**config.mk**
```make
export PLATFORM = sky130hd
export DESIGN_NAME = capture_ctrl
export DESIGN_NICKNAME = d
export VERILOG_FILES = /design/src/rtl/capture_ctrl.sv
export SDC_FILE = /design/constraint.sdc
export NUM_CORES = 1
export LEC_CHECK = 0
export CORE_ASPECT_RATIO = 2
export CORE_UTILIZATION = 46
export CTS_BUF_LIST = sky130_fd_sc_hd__clkbuf_8 sky130_fd_sc_hd__clkbuf_16
export CTS_CLUSTER_SIZE = 12
export DETAILED_ROUTE_END_ITERATION = 8
export GPL_TIMING_DRIVEN = 0
export PLACE_DENSITY = 0.66
export RECOVER_POWER = 50
export SYNTH_ARGS = -nofsm -noshare
export SYNTH_HDL_FRONTEND = slang
export SYNTH_SLANG_ARGS = --single-unit
export TNS_END_PERCENT = 30
```
**constraint.sdc**
```tcl
create_clock -name clk_i -period 3.2 [get_ports clk_i]
set_input_delay 0.32 -clock clk_i [delete_from_list [all_inputs] [get_ports clk_i]]
set_output_delay 0.32 -clock clk_i [all_outputs]
set_load 0.1 [all_outputs]
```
**src/rtl/capture_ctrl.sv**
```systemverilog
// capture_ctrl: arms a trigger, writes strobed samples into a circular sample
// memory, runs a post-trigger delay, then reads the capture back newest-first.
// Ports: clk_i/rst_i (sync, active-high), cmd_i {DLY,RD} loaded by set_cnt_i,
//   arm_i, stb_i, run_i, tx_rdy_i in; trg_arm_o, we_o, addr_o, rd_vld_o,
//   busy_o, done_o out.
// Option: define CAPTURE_CTRL_ABORT_EN to add abort_i (return to IDLE at once).
module capture_ctrl #(
    parameter int ADDR_W = 10
) (
    input  logic              clk_i,
    input  logic              rst_i,
    input  logic [31:0]       cmd_i,
    input  logic              set_cnt_i,
    input  logic              arm_i,
    input  logic              stb_i,
    input  logic              run_i,
    input  logic              tx_rdy_i,
`ifdef CAPTURE_CTRL_ABORT_EN
    input  logic              abort_i,
`endif
    output logic              trg_arm_o,
    output logic              we_o,
    output logic [ADDR_W-1:0] addr_o,
    output logic              rd_vld_o,
    output logic              busy_o,
    output logic              done_o
);

    localparam int CW = ADDR_W + 1;
    localparam logic [18:0] DEPTH19 = 19'(2 ** ADDR_W);

    typedef enum logic [1:0] {
        IDLE,
        ARMED,
        DELAY,
        READOUT
    } state_t;

    state_t            state_q, state_d;
    logic [15:0]       rd_q, rd_d;
    logic [15:0]       dly_q, dly_d;
    logic [ADDR_W-1:0] wr_ptr_q, wr_ptr_d;
    logic [ADDR_W-1:0] rd_ptr_q, rd_ptr_d;
    logic [18:0]       dly_cnt_q, dly_cnt_d;
    logic [CW-1:0]     rd_cnt_q, rd_cnt_d;
    logic              vld_q, vld_d;
    logic              trg_arm_q, trg_arm_d;

    logic              abort;
    logic              act;
    logic              hs;
    logic [18:0]       nd;
    logic [18:0]       nr19;
    logic [CW-1:0]     nr;

`ifdef CAPTURE_CTRL_ABORT_EN
    assign abort = abort_i;
`else
    assign abort = 1'b0;
`endif

    // Sync reset still has the old state visible; outputs are masked meanwhile.
    assign act  = ~rst_i;
    assign hs   = (state_q == READOUT) && vld_q && tx_rdy_i;
    assign nd   = {1'b0, dly_q, 2'b00} + 19'd4;
    assign nr19 = {1'b0, rd_q, 2'b00} + 19'd4;
    assign nr   = (nr19 > DEPTH19) ? DEPTH19[CW-1:0] : nr19[CW-1:0];

    always_comb begin
        state_d   = state_q;
        rd_d      = rd_q;
        dly_d     = dly_q;
        wr_ptr_d  = wr_ptr_q;
        rd_ptr_d  = rd_ptr_q;
        dly_cnt_d = dly_cnt_q;
        rd_cnt_d  = rd_cnt_q;
        vld_d     = 1'b0;
        trg_arm_d = 1'b0;

        unique case (state_q)
            IDLE: begin
                if (set_cnt_i) begin
                    rd_d  = cmd_i[15:0];
                    dly_d = cmd_i[31:16];
                end
                if (arm_i) begin
                    state_d   = ARMED;
                    trg_arm_d = 1'b1;
                end
            end
            ARMED: begin
                if (stb_i) begin
                    wr_ptr_d = wr_ptr_q + 1'b1;
                end
                if (run_i) begin
                    state_d = DELAY;
                    // A strobe on the trigger cycle is the first delay sample.
                    dly_cnt_d = stb_i ? nd - 19'd1 : nd;
                end
            end
            DELAY: begin
                if (stb_i) begin
                    wr_ptr_d  = wr_ptr_q + 1'b1;
                    dly_cnt_d = dly_cnt_q - 19'd1;
                    if (dly_cnt_q == 19'd1) begin
                        state_d  = READOUT;
                        rd_ptr_d = wr_ptr_q;
                        rd_cnt_d = nr;
                    end
                end
            end
            READOUT: begin
                // vld_q low for one cycle covers the RAM read latency.
                vld_d = ~hs;
                if (hs) begin
                    rd_ptr_d = rd_ptr_q - 1'b1;
                    rd_cnt_d = rd_cnt_q - CW'(1);
                    if (rd_cnt_q == CW'(1)) begin
                        state_d = IDLE;
                    end
                end
            end
            default: state_d = IDLE;
        endcase

        if (abort) begin
            state_d   = IDLE;
            wr_ptr_d  = wr_ptr_q;
            vld_d     = 1'b0;
            trg_arm_d = 1'b0;
        end
    end

    always_ff @(posedge clk_i) begin
        if (rst_i) begin
            state_q   <= IDLE;
            rd_q      <= '0;
            dly_q     <= '0;
            wr_ptr_q  <= '0;
            rd_ptr_q  <= '0;
            dly_cnt_q <= '0;
            rd_cnt_q  <= '0;
            vld_q     <= 1'b0;
            trg_arm_q <= 1'b0;
        end else begin
            state_q   <= state_d;
            rd_q      <= rd_d;
            dly_q     <= dly_d;
            wr_ptr_q  <= wr_ptr_d;
            rd_ptr_q  <= rd_ptr_d;
            dly_cnt_q <= dly_cnt_d;
            rd_cnt_q  <= rd_cnt_d;
            vld_q     <= vld_d;
            trg_arm_q <= trg_arm_d;
        end
    end

    always_comb begin
        trg_arm_o = act && trg_arm_q;
        busy_o    = act && (state_q != IDLE);
        rd_vld_o  = act && (state_q == READOUT) && vld_q;
        done_o    = act && !abort && hs && (rd_cnt_q == CW'(1));
        we_o      = act && !abort && stb_i
                    && ((state_q == ARMED) || (state_q == DELAY));
        addr_o    = '0;
        if (act) begin
            unique case (state_q)
                ARMED, DELAY: addr_o = wr_ptr_q;
                READOUT:      addr_o = rd_ptr_q;
                default:      addr_o = '0;
            endcase
        end
    end

endmodule

```
# Yosys cells after proc, flatten, opt, wreduce, memory -nomap -nowiden
# Cells that the tools add are included.
totals:
  regBits: 86
  in_bits: 39
  out_inout_bits: 15
  wordCells: 78
op_classes:
  addsub: 7
  order_cmp: 1
  eq_ne: 11
  mux: 23
  bitwise_logic: 4
  reduce_logical: 23
ops:
  columns: ["operator", "count"]
  rows:
  - ["$mux W19", 3]
  - ["$mux W11", 4]
  - ["$mux W10", 4]
  - ["$pmux W10 S2", 2]
  - ["$add A18 B3 Y19 const B", 2]
  - ["$pmux W19 S2", 1]
  - ["$sub A19 B1 Y19 const B", 2]
  - ["$pmux W11 S2", 1]
  - ["$eq A19 B1 Y1 const B", 1]
  - ["$gt A19 B11 Y1 const B", 1]
  - ["$mux W2", 6]
  - ["$eq A11 B1 Y1 const B", 1]
  - ["$sub A11 B1 Y11 const B", 1]
  - ["$add A10 B1 Y10 const B", 1]
  - ["$logic_and A1 B1 Y1", 10]
  - ["$ne A2 B2 Y1 const B", 5]
  - ["$sub A10 B1 Y10 const B", 1]
  - ["$pmux W2 S4", 1]
  - ["$reduce_and A6 Y1", 1]
  - ["$reduce_bool A2 Y1", 3]
  - ["$reduce_or A2 Y1", 3]
  - ["$eq A2 B2 Y1 const B", 2]
  - ["$not A1 Y1", 4]
  - ["$reduce_and A2 Y1", 2]
  - ["7 further kinds", 7]

# Longest topological paths before layout
# Gate-level depths: netlist (run 1).
logic_depth:
  depth_word: 6
  mapped_depth: 11
  depth_no_buf: 8

# Worst setup path before layout (run 1)
# No wires, ideal clock.
synth_path:
  kind: "flip-flop to output port"
  start: "reg state_q[1]"
  end: "out addr_o[0]"
  t_arrival_ns: 2.786
  required_ns: 2.880
  path_slack_ns: 0.094
  path_stages_with_launch: 7
  path_buffers: 3
  path_cell_list: "dfxtp_1 ha_1 clkbuf_1 clkbuf_1 clkbuf_1 a22oi_1 nor2_1"
synth_between:
  elab_chain_cells: 4
  word_cells_on_any_way: 6
  classes_between: "eq/ne: 3; mux: 2; reduce/logical: 1"
synth_rtl:
  columns: ["item", "line", "rtl"]
  rows:
  - ["start: declaration", "39", "state_t state_q, state_d;"]
  - ["start signal: assignment", "146", "state_q <= state_d;"]
  - ["$eq A2 B1 Y1 / $eq A2 B2 Y1 (equally long branches)", "167", "unique case (state_q)"]
  - ["$reduce_or A2 Y1 (no line)", null, null]
  - ["$pmux W10 S2 (*)", "167", null]
  - ["$mux W10 (*)", "166", "if (act) begin"]
  - ["end: declaration", "23", "output logic [ADDR_W-1:0] addr_o,"]
# Mark *: on every way between the ends. The rest lies on a longest branch, timed or not.

# Worst setup path in the final report (run 1)
layout_path:
  start: "reg state_q[1]"
  end: "out addr_o[9]"
# The elaborated chain is that of the path after synthesis.

==> metrics, run 1 <==
Worst EP required=2.88 ns; initial antenna violation count=0; register area share after synthesis=0.2981; clock sink total=86; TritonCTS Buffers=9; Hold Path Stages=4; Final GP Congestion=0.9505; Synth Area in Compound Gates=0.2422; FF-to-FF End=dly_cnt_q[16]; CP max stage delay=0.56 ns; cell mode on critical path=clkbuf_2; Avg Inst Size Synth=7.367 um2; post-synthesis cell type count=74; cell count after synthesis=between 700 and 800; leakage power figure=around 2.4 nW; Post-synth EDFFs=0; GR peak layer=met2; Vias/cell=6.014; CTS HTree Levels=3; CP max-delay cell=clkdlybuf4s15_2; largest family of logic cells by synthesized area=simple AND/OR/NAND/NOR gates; R2R setup slack=approximately 0.36 ns; simple logic cell fraction of the synthesized area=0.2961; grt met2 use=0.5157; met3 Use GR=0.02727; layout overhead on the synthesized area=17.27%; Skew-Pair Late Insertion Delay=0.35 ns; Multi-input gate area=3739 um2; GRT met1 Usage=0.2687; clock skew=about 0.0076 ns; critical path data arrival time=2.75 ns; Critical R2R Launch=state_q[0]; pwr dens=690.6 nW/um2; Detailed Routing Iterations Pass 1=5; Ys Warns=0; XOR/XNOR Fraction of Synth Area=0.06672; Slew @ Worst Pin=0.9608 ns; Root Buffer=clkbuf_16; crit end category=output port; Routed Antenna Nets=0; Initial Util=0.4736; syn_nets=~840; Main synth FF type=dfxtp_1; Clk pin slew, worst setup/hold paths=~0.07 ns; fin worst setup slack=roughly 0.13 ns; post-layout power=0.004678 W; adder-cell share of the synthesized area=0.03033; Hold Crit Class=primary input to flop; DR vias=6002; DRC Markers=0; Top Ports=54; critical path, cell by cell=ha_1 -> clkbuf_2 -> clkbuf_2 -> clkbuf_1 -> a22oi_1 -> nor2_1 -> clkdlybuf4s15_2; unrepaired setup endpoints after global routing=false; Longest Clk Path Bufs=2; pre-CTS WS=-0.4561 ns; CTS tree=done; outcome=finished, final reports clean; final setup violation count=0; min-delay src=stb_i; Worst R2R Path Depth=9; first-pass GRT wire length=27.27 mm; layout cells sized above 1=0.07638; Die ar.=between 10000 and 15000 um2; Min-Delay Endpoint=wr_ptr_q[1]; critical path's top delay family=buffers and inverters; Initial DRC Count=276; GRT overflow=0; post-CTS setup buffer count=0; Routed WL per cell=16.99 um; Core ar.=12200 um2; largest net degree at the start of global routing=16; #FFs+latches synth=86; min cycle time layout=3.070 ns; Peak VDD IR=0.3872 mV; diode count=0; DP HPWL=13.26 mm; FP Rows=57; Post-Place Cells=~980; final period utilization=0.9592; asr flop ratio synth=0; Final Hold Fails=0; chip width=81.23 um; All-Layer GR Usage=0.2713; critical path type=flop to output port; Die Span Y=160.5 um; Critical Path Fanout Max=10; routed wire length=16.96 mm; post-synthesis mux area share=0.01256; vias in the first global route=5801; Post-Layout Cell Count=approximately 1000; Syn Std Cell Area=just under 6000 um2; Port Buf Inserts=52; Slew headroom=0.3574; Max Slew Vio Count=0; Fillers=1186; Critical Path Start Type=flop; Fmax=around 330 MHz; nets=900; max-cap violation count=0; WP buf/inv=4; area taken by flip-flops and latches=1722 um2
-- routing by layer --
metal  up-vias  share of wire
li1       2953              -
met1      2782           0.37
met2       200           0.55
met3        67          0.031
met4         0          0.053
met5         -              0
-- placed cells by master, fill, tap and decap left out, types with 4 or more instances in the layout --
cell type        count
nand3_1             33
nand2b_1             6
o41ai_1              4
xnor2_1             19
nand4_1             16
o2bb2ai_1            4
xor2_1              25
a211o_1              6
buf_4                4
a22oi_1             19
a211oi_1            15
clkdlybuf4s50_1     38
nor2_1              73
o31ai_1              5
nor3_1              29
or4_1                7
inv_1               18
buf_2               14
mux2i_1              5
o21ai_0             37
ha_1                14
and4_1               6
clkbuf_1            32
clkdlybuf4s15_2      8
nor2b_1              8
and3_1               6
or3_1               13
o211ai_1             4
nand2_1            121
a31oi_1              4
clkbuf_16            9
a21oi_1             73
dfxtp_1             86
and2_1               6
nor4_1               7
-- repair_timing --
action                     in CTS  in global routing
setup endpoints to repair      15                  3
hold buffers                    0                  0
cloned                          0                  0
gates resized for setup        40                  4
-- sequential cells by signal, indices dropped and copies added (netlist names) --
register   cells
trg_arm_q      1
rd_cnt_q      11
rd_ptr_q      10
vld_q          1
dly_cnt_q     19
rd_q          16
dly_q         16
wr_ptr_q      10
state_q        2
-- layout make-up --
| class | instances | area share |
|---|---|---|
| Buffer | 54 | 0.03602 |
| Clock inverter | 6 | 0.01053 |
| Clock buffer | 9 | 0.03325 |
| Multi-Input combinational cell | 625 | 0.5520 |
| Tap cell | 147 | 0.02716 |
| Timing Repair Buffer | 52 | 0.07630 |
| Sequential cell | 86 | 0.2542 |
| Inverter | 19 | 0.01053 |
-- kinds of logic after synthesis --
family / after synthesis
adder cells (fa/ha/maj): 14
multiplexers: 7
buffers and inverters: 73
AND/OR/NAND/NOR: 350
AO/OA/AOI/OAI: 210
flip-flops: 86
XOR/XNOR: 44
-- per-stage QoR --
stage	TNS [ns]	instance area (um2)	util	hold slack (ns)
2_1_floorplan	0	5776	-	0.4159
3_3_place_gp	-4.257	6480	0.5313	0.4621
3_5_place_dp	-4.456	6480	0.5313	0.4727
4_1_cts	0	6789	0.5567	0.4145
5_1_grt	0	6773	0.5554	0.4704
6_report	0	6773	0.5554	0.4044
-- synthesized netlist by cell type (3+ instances only) --
master | count | area, um2
xnor2_1 | 19 | 166.4
nand3_1 | 33 | 165.2
and3_1 | 6 | 37.54
nor2_1 | 73 | 274.0
clkbuf_1 | 33 | 123.9
and2_1 | 7 | 43.79
a211oi_1 | 15 | 112.6
buf_4 | 4 | 30.03
nor2b_1 | 8 | 50.05
o2bb2ai_1 | 4 | 35.03
nor4_1 | 7 | 43.79
o31ai_1 | 5 | 37.54
inv_1 | 18 | 67.56
a211o_1 | 6 | 52.55
o211ai_1 | 4 | 30.03
a22oi_1 | 19 | 142.6
buf_1 | 4 | 15.01
nor3_1 | 29 | 145.1
buf_2 | 12 | 60.06
nand2_1 | 121 | 454.2
or3_1 | 13 | 81.33
o41ai_1 | 4 | 35.03
dfxtp_1 | 86 | 1722
o21ai_0 | 37 | 185.2
a31oi_1 | 4 | 25.02
a21o_1 | 3 | 22.52
xor2_1 | 25 | 219.0
or4_1 | 7 | 52.55
and4_1 | 6 | 52.55
nand4_1 | 16 | 100.1
nand2b_1 | 6 | 37.54
nand4b_1 | 3 | 26.28
mux2i_1 | 5 | 50.05
a21oi_1 | 72 | 360.4
nor3b_1 | 3 | 22.52
ha_1 | 14 | 175.2
-- report_power, final --
group	internal (W)	total (W)	switching, W
clock	0.000608	0.00107	0.000463
combinational	0.000717	0.00217	0.00145
sequential	0.00124	0.00144	0.000199
total	0.00257	0.00468	0.00211
-- tightest hold or removal path, stage by stage --
cell	delay [ns]
buf_4	0.16
nand2_1	0.09
nand2_1	0.07
a21oi_1	0.06
-- worst max path at each step --
stage                     from         to  slack (ns)  cells after the start
global route        state_q[1]  addr_o[3]        0.02                      7
floorplan           state_q[1]  addr_o[0]        0.09                      6
global placement    state_q[1]  addr_o[5]       -0.45                      7
detailed placement  state_q[1]  addr_o[5]       -0.46                      7
CTS                 state_q[1]  addr_o[5]        0.11                      7
finish              state_q[1]  addr_o[9]        0.13                      7
Note: power is estimated with default switching activity, not from simulation.
==> run 2, diff against run 1 <==
--- a/config.mk
+++ b/config.mk
@@ -10,8 +10,8 @@
 export CTS_BUF_LIST = sky130_fd_sc_hd__clkbuf_8 sky130_fd_sc_hd__clkbuf_16
 export CTS_CLUSTER_SIZE = 12
 export DETAILED_ROUTE_END_ITERATION = 8
+export DONT_BUFFER_PORTS = 1
 export GPL_TIMING_DRIVEN = 0
-export PLACE_DENSITY = 0.66
 export RECOVER_POWER = 50
 export SYNTH_ARGS = -nofsm -noshare
 export SYNTH_HDL_FRONTEND = slang
==> metrics, run 2 (synthesis results as in run 1) <==
critical path data arrival time=between 2 and 3 ns; GRT overflow=0; Critical Path Start Type=flop; Initial DRC Count=~240; Largest Register=dly_cnt_q; Hold Slack=between 0.07 and 0.08 ns; Detailed Routing Iterations Pass 1=5; Root Buffer=clkbuf_16; first-pass GRT wire length=between 20 and 30 mm; layout overhead on the synthesized area=9.814%; Core ar.=12200 um2; setup TNS=0 ns; min cycle time layout=3.032 ns; Die ar.=13030 um2; layout cells sized above 1=0.08385; R2R setup slack=0.50 ns; DP HPWL=12.88 mm; final setup violation count=0; largest registers=dly_cnt_q (19), dly_q (16), rd_q (16); Routed Antenna Nets=0; Critical R2R Launch=dly_cnt_q[2]; critical path type=flop to output port; Vias/cell=roughly 6.1; Hold Crit Class=primary input to flop; All-Layer GR Usage=0.2581; TritonCTS Buffers=9; Longest Clk Path Bufs=2; chip width=81.23 um; Final Hold Fails=0; Die Span Y=160.5 um; Skew-Pair Late Insertion Delay=0.34 ns; largest net degree at the start of global routing=16; Max Slew Vio Count=1; clock sink total=86; violated checks=max-capacitance violations, max-slew violations; initial antenna violation count=0; FP Rows=57; Top Ports=54; Final GP Congestion=0.8892; final period utilization=0.9475; Slew @ Worst Pin=around 1.8 ns; DR vias=between 5000 and 6000; Peak VDD IR=0.4448 mV; most common cell after layout, fill and taps aside=nand2_1; min-delay src=tx_rdy_i; DRC Markers=0; nets=848; leakage power figure=2.200 nW; commonest non-fill, non-tap cells in the layout=nand2_1, dfxtp_1, a21oi_1; final cell utilization of the core=0.5201; Hold Buf Count CTS=0; crit end category=output port; CTS HTree Levels=3; CTS tree=done; max-cap violation count=1; diode count=0; Port Buf Inserts=0; post-layout power=0.004629 W; max reg flops=19; unrepaired setup endpoints after global routing=false; Critical Path Fanout Max=10; clock skew=0.007913 ns; Initial Util=0.4736; outcome=finished with violations; routed wire length=16.36 mm; Worst EP required=2.88 ns; Fmax=approximately 330 MHz; vias in the first global route=5438; Slew headroom=-0.2151; Critical path origin=state_q[1]; pwr dens=729.8 nW/um2; Routed WL per cell=17.29 um; Clk pin slew, worst setup/hold paths=approximately 0.06 ns
run 2: timing repair:
item | in CTS | in global routing
resized for setup | 13 | 1
setup endpoints to repair | 12 | 1
pin swaps | 2 | 0
buffers inserted | 0 | 0
run 2: path summary, 6_finish.rpt:
| path | cells after the start | endpoint |
|---|---|---|
| setup reg to reg | 7 | rd_ptr_q[7] |
| hold / removal | 1 | vld_q |
| hold reg to reg | 2 | rd_ptr_q[9] |
| setup / recovery | 6 | addr_o[1] |
run 2: area by class of cell:
type                    count  area (um2)
plain buffers              54       244.0
clock buffers               9       225.2
clock inverters             6       70.07
fillers                  1228        5853
inverters                  19       71.32
multi-input cells         625        3826
flip-flops and latches     86        1722
well taps                 147       183.9
run 2: worst max-delay path, cell delays in order (launching register included):
cell	delay, ns
dfxtp_1	0.38
ha_1	0.24
clkbuf_2	0.27
clkbuf_2	0.31
clkbuf_1	0.41
a22oi_1	0.22
nor2_4	0.55
run 2: per-stage QoR:
stage | area [um2] | worst slack (ns) | std cells
after floorplan | 5776 | 0.09381 | 784
after global placement | 5959 | -0.4506 | 931
after detailed placement | 5995 | -0.04895 | 931
after CTS | 6344 | 0.06282 | 946
after global routing | 6342 | 0.04598 | 946
final | 6342 | 0.1679 | 946
run 2: report_power, final:
group          switching, W  leakage, nW  internal (W)  total [W]
registers          0.000198        0.700       0.00124    0.00144
logic               0.00146         1.37      0.000673    0.00213
clock network      0.000453        0.135      0.000606    0.00106
total               0.00211         2.20       0.00252    0.00463
run 2: per-layer routing:
metal / wire, um / up-vias / global-route usage
met5: 0 / - / 0
met1: 5914 / 2693 / 0.2475
met2: 8977 / 193 / 0.4897
met4: 756 / 0 / 0.1461
met3: 708 / 50 / 0.04432
li1: - / 2849 / -
==> RTL edit 1: new RTL, settings of run 2 <==
Build with the macro `CAPTURE_CTRL_ABORT_EN` defined.
--- a/src/rtl/capture_ctrl.sv
+++ b/src/rtl/capture_ctrl.sv
@@ -4,6 +4,8 @@
 //   arm_i, stb_i, run_i, tx_rdy_i in; trg_arm_o, we_o, addr_o, rd_vld_o,
 //   busy_o, done_o out.
 // Option: define CAPTURE_CTRL_ABORT_EN to add abort_i (return to IDLE at once).
+`define CAPTURE_CTRL_ABORT_EN
+
 module capture_ctrl #(
     parameter int ADDR_W = 10
 ) (
Interface: changed (added abort_i); port bits go from 54 to 55. No check against the original RTL was run, so the function may have changed too.
==> RTL edit 1 against run 2 <==
- fmax down 15%
- critical path type unchanged
- final area decreased by 4.9%
- non-clock buffer count decreased by 1
- wire length down 1.6%
- sequential cell count stayed put
- synthesized area down 5.8%
- the run ends with capacitance limit, slew limit, setup timing left
- sequential share of layout area increased by 1.4 points
- setup slack worse by 0.53 ns
Power is not compared: it rests on default switching activity, and its combinational part moved more than twofold at a synthesized area within 25%.
==> RTL edit 1: results (changes against run 2) <==
pre-CTS setup slack -0.0672 ns (-0.0182 ns); Worst Path Max Fanout 6 (-4); CTS clk-pin slew, worst paths 0.06 ns (about the same); die area 0.0123 mm2 (-5.7%); hold path endpoint state_q[0]$_SDFFE_PP0P_; GP Congestion 0.911 (+2.5%); placed cells 894 (-4.0%); Placed Area 0.00572 mm2 (-4.7%); Slew @ Worst Pin 1.81 ns (-0.00560 ns); static leakage 2.09 nW; # Max-Cap Violations 1 (unchanged); Synth top cells by count nand2_1, dfxtp_1, a21oi_1; Total GRT Usage 27.1% (+1.3 points); ant diodes 0 (unchanged); failing checks capacitance limit, slew limit, setup timing; reg2reg start dly_q[3]$_SDFFE_PP0P_; hold path cells 1 (unchanged); clk_skew 0.00916 ns (+0.00124 ns); share of post-route cells with drive strength above 1 6.12% (-2.3 points); Setup TNS Final -0.361 ns (-0.361 ns); Final #Nets 818 (-3.5%); Vias 5492 (-5.1%); 1st-iter DRT viols 209 (-12%); cell family with most CP delay simple AND/OR/NAND/NOR gates; Reg2Reg Depth 8 (+1); Worst path slowest cell nor4_4; # setup viols final 1 (+1); Yosys warnings 0 (unchanged); CP peak stage delay 1.07 ns (+0.52 ns); vias per inst 6.04 (-1.3%); Mean Syn Cell Area 7.26 um2 (-1.5%); leading cell types by total area after synthesis dfxtp_1, nand2_1, a21oi_1; Synth Flop Type dfxtp_1; flop2flop setup slack 0.22 ns (-0.28 ns); first-pass GRT wire length 25.8 mm (+0.59%); dpl hpwl 12.3 mm (-4.2%); Avg WL per Cell 17.7 um (+2.3%); pin count of the biggest net entering global routing 14 (-2); status complete, but fails checks; Final WS setup -0.361 ns (-0.528 ns); via count of the first global-routing pass 5391 (-0.86%); Num CTS Buffers 9 (unchanged); RR Endpoint dly_cnt_q[18]$_SDFFE_PP0P_; Distinct cells, synth 65 (-12%); number of fill cells 1165 (-5.1%); register area share after synthesis 31.6% (+1.8 points); I/O Buffers 0 (unchanged); Final Max Slew Viols 1 (unchanged); Syn Nets 804 (-3.9%); hold_sp abort_i
RTL edit 1: cell count changes after synthesis, sizes merged, moves of 4 or more:
cell     before  now
buf          21   11
a21oi        74   82
nand4        17    9
nor2         73   65
a22oi        19   13
and3          6   12
clkbuf       33   39
nor2b         8    3
o22ai         2    7
o41ai         5    0
a211o         6    2
o2111ai       1    5
o21a          2    6
xnor2        19   23
RTL edit 1: repair_timing:
| item | in CTS | in global routing |
|---|---|---|
| endpoints found under the setup margin | 10 | 8 |
| pin swaps | 3 | 2 |
| gates resized for setup | 12 | 3 |
| setup buffers | 1 | 0 |
RTL edit 1: worst max-delay path by stage:
stage                                         from        to  slack [ns]
after global routing      rd_cnt_q[2]$_SDFFE_PP0P_    done_o       -0.41
final                     rd_cnt_q[2]$_SDFFE_PP0P_    done_o       -0.36
after global placement     state_q[1]$_SDFFE_PP0P_  rd_vld_o       -1.02
after floorplan           rd_cnt_q[2]$_SDFFE_PP0P_    done_o       -0.60
after CTS                 rd_cnt_q[2]$_SDFFE_PP0P_    done_o       -0.37
after detailed placement  rd_cnt_q[2]$_SDFFE_PP0P_    done_o       -0.07
RTL edit 1: worst reg2reg max path: stages, from the launching register on:
cell      delay [ns]
dfxtp_1         0.30
clkbuf_1        0.31
nand3_1         0.41
nor4_2          0.63
mux2_2          0.40
or3_1           0.30
a211oi_1        0.25
xor2_1          0.17
a21oi_1         0.07
RTL edit 1: metal layers:
metal / wire (um) / global-route usage (%) / up-vias / part of all wire [%]
met5: 0 / 0 / - / 0
met4: 823 / 16.1 / 0 / 5.1
met3: 598 / 3.80 / 58 / 3.7
met2: 8790 / 52.8 / 183 / 55
met1: 5880 / 25.9 / 2544 / 37
li1: - / - / 2707 / -
RTL edit 1: layout make-up:
class                      count  area [um2]  area share, %
buffer                        50         191           3.17
timing repair buffer           3        50.0          0.830
sequential                    86        1720           28.6
clock inverter                 5        27.5          0.456
tap                          142         178           2.94
multi-input combinational    596        3560           58.9
clock buffer                  10         239           3.96
inverter                      18        67.6           1.12
RTL edit 1: kinds of logic (layout without fill, tap and decap cells):
family                   Yosys count  after routing  share of synthesized area [%]
AO/OA/AOI/OAI                    205            205                           23.7
XOR/XNOR                          45             45                           7.24
adder cells (fa/ha/maj)           14             14                           3.22
buffers and inverters             68             86                           4.74
flip-flops                        86             86                           31.6
multiplexers                       5              5                          0.989
AND/OR/NAND/NOR                  327            327                           28.4
RTL edit 1: through the flow:
stage                     hold slack (ns)  power [mW]  utilization, %
after CTS                          0.0318        2.63            52.9
after detailed placement            0.396        1.66            50.0
final                              0.0392        2.62            52.8
after global placement              0.392        1.65            49.2
after floorplan                     0.389        1.54               -
after global routing               0.0319        2.74            52.8
==> RTL edit 2: new RTL, settings of run 2 <==
Made on the original files. Re-encode `state_t` (4 states) as one-hot, 4 bits wide.
--- a/src/rtl/capture_ctrl.sv
+++ b/src/rtl/capture_ctrl.sv
@@ -29,11 +29,11 @@
     localparam int CW = ADDR_W + 1;
     localparam logic [18:0] DEPTH19 = 19'(2 ** ADDR_W);
 
-    typedef enum logic [1:0] {
-        IDLE,
-        ARMED,
-        DELAY,
-        READOUT
+    typedef enum logic [3:0] {
+        IDLE    = 4'b0001,
+        ARMED   = 4'b0010,
+        DELAY   = 4'b0100,
+        READOUT = 4'b1000
     } state_t;
 
     state_t            state_q, state_d;
Formal check against the unedited RTL: no difference found for any inputs over 4 cycles, from zero or initial values and one cycle with rst_i high; so few cycles prove little.
==> RTL edit 2 against run 2 <==
- the flow still finishes with violations (capacitance limit, slew limit)
- final area shrank 3.8%
- sequential cell count grew 2
- wire length grew 1.7%
- die area shrank 2.4%
- highest routed layer unchanged
- sequential share of layout area grew 1.7 points
- synthesized area shrank 2.4%
- synthesized cell count shrank 3.4%
- setup slack lost 0.093 ns
Power is not compared: it rests on default switching activity, and its combinational part moved more than twofold at a synthesized area within 25%.
==> RTL edit 2: results (changes against run 2) <==
status complete, but fails checks; failing checks capacitance limit, slew limit; share of post-route cells with drive strength above 1 9.83% (+1.4 points); CTS clk-pin slew, worst paths 0.07 ns; flop2flop setup slack 0.22 ns (-0.28 ns); hold path cells 2 (+1); RR Endpoint dly_cnt_q[16]$_SDFFE_PP0P_; met3 WL 665 um (-6.1%); Total GRT Usage 27.1% (+1.3 points); reg2reg start dly_q[1]$_SDFFE_PP0P_; Final Max Slew Viols 1 (unchanged); 1st-iter DRT viols 339 (+43%); first-pass GRT wire length 26.3 mm (+2.3%); Synth top cells by count nand2_1, dfxtp_1, nor2_1; post-synthesis mux area share 1.07% (-0.19 points); XOR/XNOR Fraction of Synth Area 6.06% (-0.61 points); compound-cell area share of the yosys netlist 24.9% (+0.69 points); Final Non-Filler Cells 918 (-3.0%); vias per inst 6.10 (-0.28%); placed cells 902 (-3.1%); dpl hpwl 12.7 mm (-1.1%); register area share after synthesis 31.3% (+1.4 points); Final #Nets 817 (-3.7%); # Max-Cap Violations 1 (unchanged); max frequency 320 MHz (-3.0%); clk_skew 0.00949 ns (+0.00157 ns); synthesized instance count 757 (-3.4%); WHS 0.106 ns (+0.0338 ns); Placed Area 0.00584 mm2 (-2.5%); met1 usage 26.2% (+1.4 points); Syn Nets 806 (-3.7%); hold_sp cmd_i[18]; Worst path slowest cell a22o_2; Reg2Reg Depth 8 (+1); Synth Area in Adders 2.22% (-0.81 points); CP Data Arrival Time 2.81 ns (+0.10 ns); GP Congestion 0.881 (-0.94%); pre-CTS setup slack -0.0214 ns (+0.0275 ns); pin count of the biggest net entering global routing 17 (+1); Slew @ Worst Pin 1.82 ns (+0.00341 ns); GR Util met3 3.21% (-1.2 points); WL final 16.6 mm (+1.7%)
[RTL edit 2: cell types whose count changed after synthesis, sizes merged, moves of 5 or more]
cell	run 2	this run
a211oi	15	8
nand2	121	133
nor2	73	81
nor4	9	14
xor2	25	16
nand4	17	11
a22o	1	10
nand3	34	21
o22ai	2	13
buf	21	29
clkbuf	33	23
a22oi	19	10
[RTL edit 2: what timing repair did]
item	4_1_cts	5_1_grt
endpoints found under the setup margin	11	2
cloned	0	0
buffers inserted	0	0
resized for setup	12	0
[RTL edit 2: cell type report]
type,instances,area [um2]
Buffer,52,255
Clock buffer,9,225
Clock inverter,7,52.6
Fill cell,1206,5740
Inverter,14,52.6
Multi-Input combinational cell,603,3570
Sequential cell,88,1760
Tap cell,145,181
[RTL edit 2: critical path, delay by kind of cell, from the launching register on]
kind,cells,cell delay (ns)
AOI/OAI and AO/OA,1,0.58
DFF,1,0.31
and+or+nand+nor,2,0.94
buffers and inverters,3,0.63
